[src/rtl/if_unit.sv]
// Instruction fetch stage: drives instruction memory and fills the IF/ID register.
// Optional feature: define IF_HALT_EN to add a HALT state and the halted port.
// When enabled, accepting an opcode 4'hF instruction into IF/ID stops fetch.
module if_unit #(
    parameter logic [15:0] RESET_PC = 16'h0000
) (
    input  logic        clk,
    input  logic        rst,
    input  logic        stall,
    input  logic        flush,
    input  logic        redirect,
    input  logic [15:0] redirect_pc,
    output logic        imem_req,
    output logic [15:0] imem_addr,
    input  logic        imem_rdy,
    input  logic [15:0] imem_data,
    output logic [15:0] instr_out,
    output logic [15:0] PC_out,
    output logic        valid_out
`ifdef IF_HALT_EN
    ,
    output logic        halted
`endif
);

    localparam int unsigned AW = 16;
    localparam int unsigned IW = 16;

`ifdef IF_HALT_EN
    typedef enum logic [1:0] {
        FETCH = 2'd0,
        HOLD  = 2'd1,
        HALT  = 2'd2
    } state_t;
`else
    typedef enum logic [1:0] {
        FETCH = 2'd0,
        HOLD  = 2'd1
    } state_t;
`endif

    state_t        state_q, state_d;
    logic [AW-1:0] pc_q, pc_d;
    logic [IW-1:0] instr_q, instr_d;
    logic [AW-1:0] pc_out_q, pc_out_d;
    logic          valid_q, valid_d;
    logic [IW-1:0] hold_instr_q, hold_instr_d;
    logic [AW-1:0] hold_pc_q, hold_pc_d;
    logic [AW-1:0] pc_inc;
`ifdef IF_HALT_EN
    logic          halted_q, halted_d;
`endif

    // Request is issued only while fetching; the address is always the current pc.
    assign imem_req  = (state_q == FETCH);
    assign imem_addr = pc_q;
    assign pc_inc    = AW'(pc_q + AW'(1));

    assign instr_out = instr_q;
    assign PC_out    = pc_out_q;
    assign valid_out = valid_q;
`ifdef IF_HALT_EN
    assign halted    = halted_q;
`endif

    // Next-state and IF/ID update; priority redirect > flush > stall > fetch.
    always_comb begin
        state_d      = state_q;
        pc_d         = pc_q;
        instr_d      = instr_q;
        pc_out_d     = pc_out_q;
        valid_d      = valid_q;
        hold_instr_d = hold_instr_q;
        hold_pc_d    = hold_pc_q;

        if (redirect) begin
            pc_d    = redirect_pc;
            valid_d = 1'b0;
            state_d = FETCH;
        end else if (flush) begin
            valid_d = 1'b0;
`ifdef IF_HALT_EN
            // Halt is left only by reset or redirect.
            if (state_q != HALT) begin
                state_d = FETCH;
            end
`else
            state_d = FETCH;
`endif
        end else begin
            case (state_q)
                FETCH: begin
                    if (stall) begin
                        // Park a returning word so it is not lost while decode is stalled.
                        if (imem_rdy) begin
                            hold_instr_d = imem_data;
                            hold_pc_d    = pc_inc;
                            pc_d         = pc_inc;
                            state_d      = HOLD;
                        end
                    end else if (imem_rdy) begin
                        instr_d  = imem_data;
                        pc_out_d = pc_inc;
                        valid_d  = 1'b1;
                        pc_d     = pc_inc;
`ifdef IF_HALT_EN
                        if (imem_data[15:12] == 4'hF) begin
                            state_d = HALT;
                        end
`endif
                    end else begin
                        valid_d = 1'b0;
                    end
                end
                HOLD: begin
                    if (!stall) begin
                        instr_d  = hold_instr_q;
                        pc_out_d = hold_pc_q;
                        valid_d  = 1'b1;
                        state_d  = FETCH;
`ifdef IF_HALT_EN
                        if (hold_instr_q[15:12] == 4'hF) begin
                            state_d = HALT;
                        end
`endif
                    end
                end
`ifdef IF_HALT_EN
                HALT: begin
                    valid_d = 1'b0;
                end
`endif
                default: begin
                    state_d = FETCH;
                    valid_d = 1'b0;
                end
            endcase
        end

`ifdef IF_HALT_EN
        halted_d = (state_d == HALT);
`endif
    end

    // State register with asynchronous active-high reset.
    always_ff @(posedge clk or posedge rst) begin
        if (rst) begin
            state_q      <= FETCH;
            pc_q         <= RESET_PC;
            instr_q      <= IW'(0);
            pc_out_q     <= AW'(0);
            valid_q      <= 1'b0;
            hold_instr_q <= IW'(0);
            hold_pc_q    <= AW'(0);
`ifdef IF_HALT_EN
            halted_q     <= 1'b0;
`endif
        end else begin
            state_q      <= state_d;
            pc_q         <= pc_d;
            instr_q      <= instr_d;
            pc_out_q     <= pc_out_d;
            valid_q      <= valid_d;
            hold_instr_q <= hold_instr_d;
            hold_pc_q    <= hold_pc_d;
`ifdef IF_HALT_EN
            halted_q     <= halted_d;
`endif
        end
    end

endmodule

[config.mk]
export PLATFORM = sky130hd
export DESIGN_NAME = if_unit
export DESIGN_NICKNAME = d
export VERILOG_FILES = /design/src/rtl/if_unit.sv
export SDC_FILE = /design/constraint.sdc
export NUM_CORES = 1
export LEC_CHECK = 0
export ABC_AREA = 1
export CORE_ASPECT_RATIO = 1.1
export CORE_MARGIN = 4
export CORE_UTILIZATION = 40
export DETAILED_ROUTE_END_ITERATION = 16
export GPL_TIMING_DRIVEN = 0
export PLACE_DENSITY_LB_ADDON = 0.08
export SYNTH_ARGS = -nofsm -noshare
export SYNTH_HDL_FRONTEND = slang
export SYNTH_SLANG_ARGS = --single-unit
[constraint.sdc]
create_clock -name clk -period 4.3 [get_ports clk]
set_input_delay 1.29 -clock clk [delete_from_list [all_inputs] [get_ports clk]]
set_output_delay 1.29 -clock clk [all_outputs]
set_load 0.01 [all_outputs]
==> results of run 1 <==
state kept, by name, indices dropped and copies added, names as in the netlist:
register	cells
imem_addr	16
hold_pc_q	16
valid_out	1
PC_out	16
hold_instr_q	16
instr_out	16
state_q	1
worst max path at each step:
| stage | from | endpoint | slack [ns] |
|---|---|---|---|
| after floorplan | rst | PC_out[0] | 0.90 |
| after global routing | state_q[0] | imem_req | 0.83 |
| final | state_q[0] | imem_req | 0.93 |
| after global placement | rst | PC_out[11] | -0.56 |
| after detailed placement | state_q[0] | imem_req | 1.30 |
| after CTS | state_q[0] | imem_req | 0.89 |
area by class of cell:
| type | count | share of cell area, % |
|---|---|---|
| flip-flops and latches | 82 | 39.5 |
| multi-input cells | 340 | 31.0 |
| repair buffers | 87 | 17.1 |
| inverters | 50 | 3.70 |
| well taps | 117 | 2.81 |
| clock buffers | 10 | 2.45 |
| plain buffers | 20 | 2.36 |
| clock inverters | 6 | 1.11 |
cell usage after synthesis:
library cell,number
nor2_8,1
nand2_2,1
nor2_1,22
dfrtp_1,82
inv_1,46
nand3_1,21
xor2_1,6
o211ai_1,5
buf_2,8
nand4_4,1
ha_1,1
buf_6,5
clkinv_1,1
nor2_2,2
inv_2,2
o21ai_1,19
nand4_1,4
o21bai_1,3
nor3_1,1
buf_1,1
clkbuf_1,6
o21ai_0,41
o21ai_2,19
xnor2_1,1
inv_4,1
o221ai_1,1
nand2_1,183
a21oi_1,8
power groups by stage:
stage / sequential, µW / clock [µW] / combinational [µW]
5_1_grt: 1030 / 602 / 592
3_5_place_dp: 1020 / 0 / 533
6_report: 1000 / 544 / 526
4_1_cts: 1000 / 565 / 536
2_1_floorplan: 1040 / 0 / 232
3_3_place_gp: 1020 / 0 / 520
metal layers:
layer / wire length (µm) / vias up / global-route usage [%]
li1: - / 1764 / -
met4: 185 / 0 / 10.1
met3: 619 / 11 / 2.67
met5: 0 / - / 0
met2: 5360 / 97 / 31.8
met1: 4650 / 1670 / 26.1
cell families after synthesis:
| family | synth area share [%] |
|---|---|
| and+or+nand+nor | 24.2 |
| AOI/OAI and AO/OA | 14.5 |
| DFF | 51.6 |
| buffers and inverters | 7.86 |
| xor gates and xnor gates | 1.54 |
| adders and majority gates | 0.314 |
critical path, cell delays in order, from the launching register on:
cell and delay, ns:
dfrtp_1 0.44, inv_2 0.20, clkbuf_1 0.45, clkdlybuf4s50_1 0.64
metrics by stage:
| stage | utilization (%) | cell area [µm²] | instances | setup TNS, ns |
|---|---|---|---|---|
| detailed placement | 52.6 | 5020 | 696 | 0 |
| finish | 54.5 | 5200 | 712 | 0 |
| floorplan | - | 3980 | 492 | 0 |
| CTS | 54.5 | 5200 | 712 | 0 |
| global route | 54.5 | 5200 | 712 | 0 |
| global placement | 52.3 | 4990 | 695 | -45.12 |
==> out/qor.yml, run 1 <==
die_w_um: 103
ant_nets: 0
grt_max_degree: 43
p_clk_share_pct: 26.2
multiInputGateArea_mm2: 0.00161
relSlewSlack_pct: 60.8
fin_skew_ns: 0.00772
viasPerCell: 4.97
ys_seq_area_share_pct: 51.6
fp.dieH_um: 113
drive_gt1_share_pct: 9.58
overflow: 0
drtIter0Drc: 142
area_growth_pct: 30.7
min-delay-start: "hold_instr_q[9]"
yosysWarnings: 0
r2r_cells: 8
cp.arrival_ns: 2.08
drc: 0
hp-class: "register to register"
dieArea_mm2: 0.0116
netlist.area_leader.share_pct: 51.6
swShare_pct: 29.9
layout_common_cells: "nand2_1, clkdlybuf4s50_1, dfrtp_1, inv_1, o21ai_0"
coreArea_mm2: 0.00954
comb_power_share_pct: 25.4
max_freq_ghz: 0.297
p_per_area_mw_per_mm2: 399
setup_ws_ns: 0.930
fp-row-count: 37
critPathLaunchType: "register"
tightest_slew_ns: 0.588
yosys.area.top_type: "dfrtp_1"
r2r-end: "PC_out[8]"
period_share_pct: 78.4
crit_fanout: 10
via_count: 3542
start_util_pct: 41.7
critical_path_class: "register to output port"
drt_wl_total_mm: 10.8
insertion_delay_ns: 0.35
rsz0062_at_grt: "false"
cts_tree: "yes"
dpl.hpwl_mm: 7.86
gp_congestion: 0.817
timing.rr.start: "imem_addr[0]"
portBuffers: 86
wl_per_cell_um: 15.2
boundaryPins: 88
net-switching-power_uw: 620
post_synth.cell_area_avg_um2: 8.09
holdWs_ns: 0.479
r2r_slack_ns: 2.43
path_clk_slew_ns: 0.08
grt_pass1_vias: 3655
p_total_uw: 2070
ys_ff_latch: 82
first_pass_iters: 5
p_leak_uw: 0.00256
antenna_found_initial: 0
p_int_uw: 1450
setup.worst_path.end_class: "output port"
cts.htree.levels: 3
cts_buffers: 9
antenna_cells: 0
cts_root_buffer: "clkbuf_8"
dp_slack_ns: 1.30
worst_hold_path.num_cells: 2
netlist_area_mm2: 0.00398
nFillCells: 939
hold_violations: 0
synth_top_cells_by_area: "dfrtp_1, nand2_1, o21ai_0, inv_1, o21ai_2"
cts.sinks: 82
seq_area_mm2: 0.00205
slew_violations: 0
ctsResizeCount: 0
cts_setup_buffers: 0
layout.cells.most_common: "nand2_1"
worstPathRequired_ns: 3.01
cap_viol_max_count: 0
ir_drop_uv: 174
timing.final.crit_period_ns: 3.37
hold_end: "hold_instr_q[9]"
status: "complete, no violations"
clock_path_buffers: 2
setup_viol: 0
nets: 629
cts_hold_buf: 0
grt_first_pass_wirelength_mm: 17.8
ys_types: 28
seq_power_share_pct: 48.4
synthesis.nets: 531
postSynthCellCount: 492
track_usage_pct: 19.9
No activity file was read; power rests on OpenSTA's default activity.
==> inputs of run 2 (changes only) <==
Clock period 4.3 ns to 3 ns, I/O delays scaled along.
==> run 2 against run 1 <==
Net effect: non-clock buffer count unchanged; sequential share of layout area about the same; via count fell by 1.2%; setup slack worse by 0.55 ns; count of clock-buffer cells in the layout did not move; hold slack improved by 0.0038 ns; clock skew is 0.0067 ns higher; largest cell class unchanged.
==> out/qor.yml, run 2 (synthesis gave the netlist of run 1 again) <==
crit_fanout: 19  # was 10
tightest_slew_ns: 0.533  # was 0.588 ns
cts_root_buffer: "clkbuf_8"  # unchanged
fin_skew_ns: 0.0144  # was 0.00772 ns
ir_drop_uv: 228  # was 174 µV
boundaryPins: 88  # unchanged
worst_hold_path.num_cells: 2  # unchanged
status: "complete, no violations"  # unchanged
p_leak_uw: 0.00255  # was 0.00256 µW
fp-row-count: 37  # unchanged
setup.worst_path.end_class: "output port"  # unchanged
dieArea_mm2: 0.0116  # unchanged
relSlewSlack_pct: 64.5  # was 60.8%
timing.final.crit_period_ns: 2.62
p_per_area_mw_per_mm2: 566  # was 399 mW/mm²
overflow: 0  # unchanged
cts_buffers: 9  # unchanged
ctsResizeCount: 0  # unchanged
antenna_found_initial: 0  # unchanged
path_clk_slew_ns: 0.09  # was 0.08 ns
slew_violations: 0  # unchanged
grt_first_pass_wirelength_mm: 17.7  # was 17.8 mm
grt_pass1_vias: 3621  # was 3,655
rsz0062_at_grt: "false"  # unchanged
die_w_um: 103  # unchanged
setup_viol: 0  # unchanged
insertion_delay_ns: 0.35  # about the same
worstPathRequired_ns: 2.10  # was 3.01 ns
drive_gt1_share_pct: 9.75  # was 9.58%
cts_setup_buffers: 0  # unchanged
critPathLaunchType: "register"  # unchanged
nFillCells: 938  # was 939
placed_cell_area_mm2: 0.00503  # was 0.00502 mm²
portBuffers: 86  # unchanged
max_freq_ghz: 0.382
drc: 0  # unchanged
drtIter0Drc: 120  # was 142
holdWs_ns: 0.483  # was 0.479 ns
final_area_mm2: 0.00520  # about the same
critical_path_class: "register to output port"  # unchanged
r2r_cells: 8  # unchanged
cts_hold_buf: 0  # unchanged
track_usage_pct: 19.4  # was 19.9%
layout.cells.most_common: "nand2_1"  # unchanged
cts.htree.levels: 3  # unchanged
start_util_pct: 41.7  # unchanged
hp-class: "register to register"  # unchanged
fp.dieH_um: 113  # unchanged
via_count: 3499  # was 3,542
cts_tree: "yes"  # unchanged
coreArea_mm2: 0.00954  # unchanged
period_share_pct: 87.2
first_pass_iters: 4  # was 5
dpl.hpwl_mm: 7.76  # was 7.86 mm
layout_common_cells: "nand2_1, clkdlybuf4s50_1, dfrtp_1, inv_1, o21ai_0"  # unchanged
area_growth_pct: 30.8  # was 30.7%
hold_violations: 0  # unchanged
cap_viol_max_count: 0  # unchanged
wl_per_cell_um: 14.9  # was 15.2 µm
viasPerCell: 4.91  # was 4.97
drt_wl_total_mm: 10.6  # was 10.8 mm
ant_nets: 0  # unchanged
setup_tns_ns: 0  # unchanged
nets: 629  # unchanged
antenna_cells: 0  # unchanged
cts.sinks: 82  # unchanged
grt_max_degree: 40  # was 43
cp.arrival_ns: 1.72  # was 2.08 ns
clock_path_buffers: 2  # unchanged
gp_congestion: 0.869  # was 0.817
-- run 2: cell types whose count changed in the layout (fill, tap and decap cells not counted), sizes merged --
cell,change
buf,+1
bufinv,-1
clkbuf,-1
clkinv,-2
clkinvlp,+2
inv,+1
-- run 2: layout make-up --
| type | count | area (µm²) | share of cell area [%] |
|---|---|---|---|
| timing repair buffer | 88 | 901 | 17.3 |
| multi-input combinational | 340 | 1610 | 31.0 |
| sequential | 82 | 2050 | 39.4 |
| inverter | 50 | 194 | 3.73 |
| tap | 117 | 146 | 2.81 |
| buffer | 19 | 119 | 2.28 |
| clock inverter | 6 | 50.0 | 0.962 |
| clock buffer | 10 | 128 | 2.45 |
-- run 2: per-stage QoR --
stage / cells / util, % / setup WS (ns) / power [µW]
after global placement: 695 / 52.3 / 0.158 / 2200
final: 712 / 54.6 / 0.383 / 2940
after global routing: 712 / 54.6 / 0.277 / 3140
after floorplan: 492 / - / 1.10 / 1830
after detailed placement: 697 / 52.7 / 0.368 / 2230
after CTS: 712 / 54.6 / 0.346 / 2980
-- run 2: power by group --
group | switching [µW] | leakage, µW | internal (µW) | total [µW]
clock network | 437 | 0.0000835 | 310 | 748
registers | 129 | 0.00103 | 1310 | 1440
logic | 362 | 0.00144 | 392 | 754
-- run 2: routing by layer --
metal,track usage [%],part of all wire (%),up-vias
met5,0,0,-
met4,5.79,0.84,0
met3,3.73,5.1,6
met2,31.8,49,86
met1,26.0,45,1645
li1,-,-,1762
-- run 2: path summary, 6_finish.rpt --
| kind | startpoint | endpoint | slack [ns] |
|---|---|---|---|
| worst max-delay path | state_q[0] | imem_req | 0.38 |
| worst min-delay path | PC_out[14] | PC_out[14] | 0.48 |
| worst max register to register | imem_addr[0] | PC_out[8] | 1.14 |
| worst min register to register | PC_out[14] | PC_out[14] | 0.48 |
| max in group asynchronous | rst | instr_out[4] | 1.38 |
| min in group asynchronous | rst | imem_addr[10] | 0.89 |
-- run 2: critical path, cell delays in order (launching register included) --
cell	delay [ns]
dfrtp_1	0.44
inv_2	0.32
clkdlybuf4s50_1	0.62
==> inputs of run 3 (changes only) <==
Settings changed: CTS_CLUSTER_DIAMETER from default to 200.
==> results of run 3 <==
Final layout, timing and power as in run 2 (identical DEF).
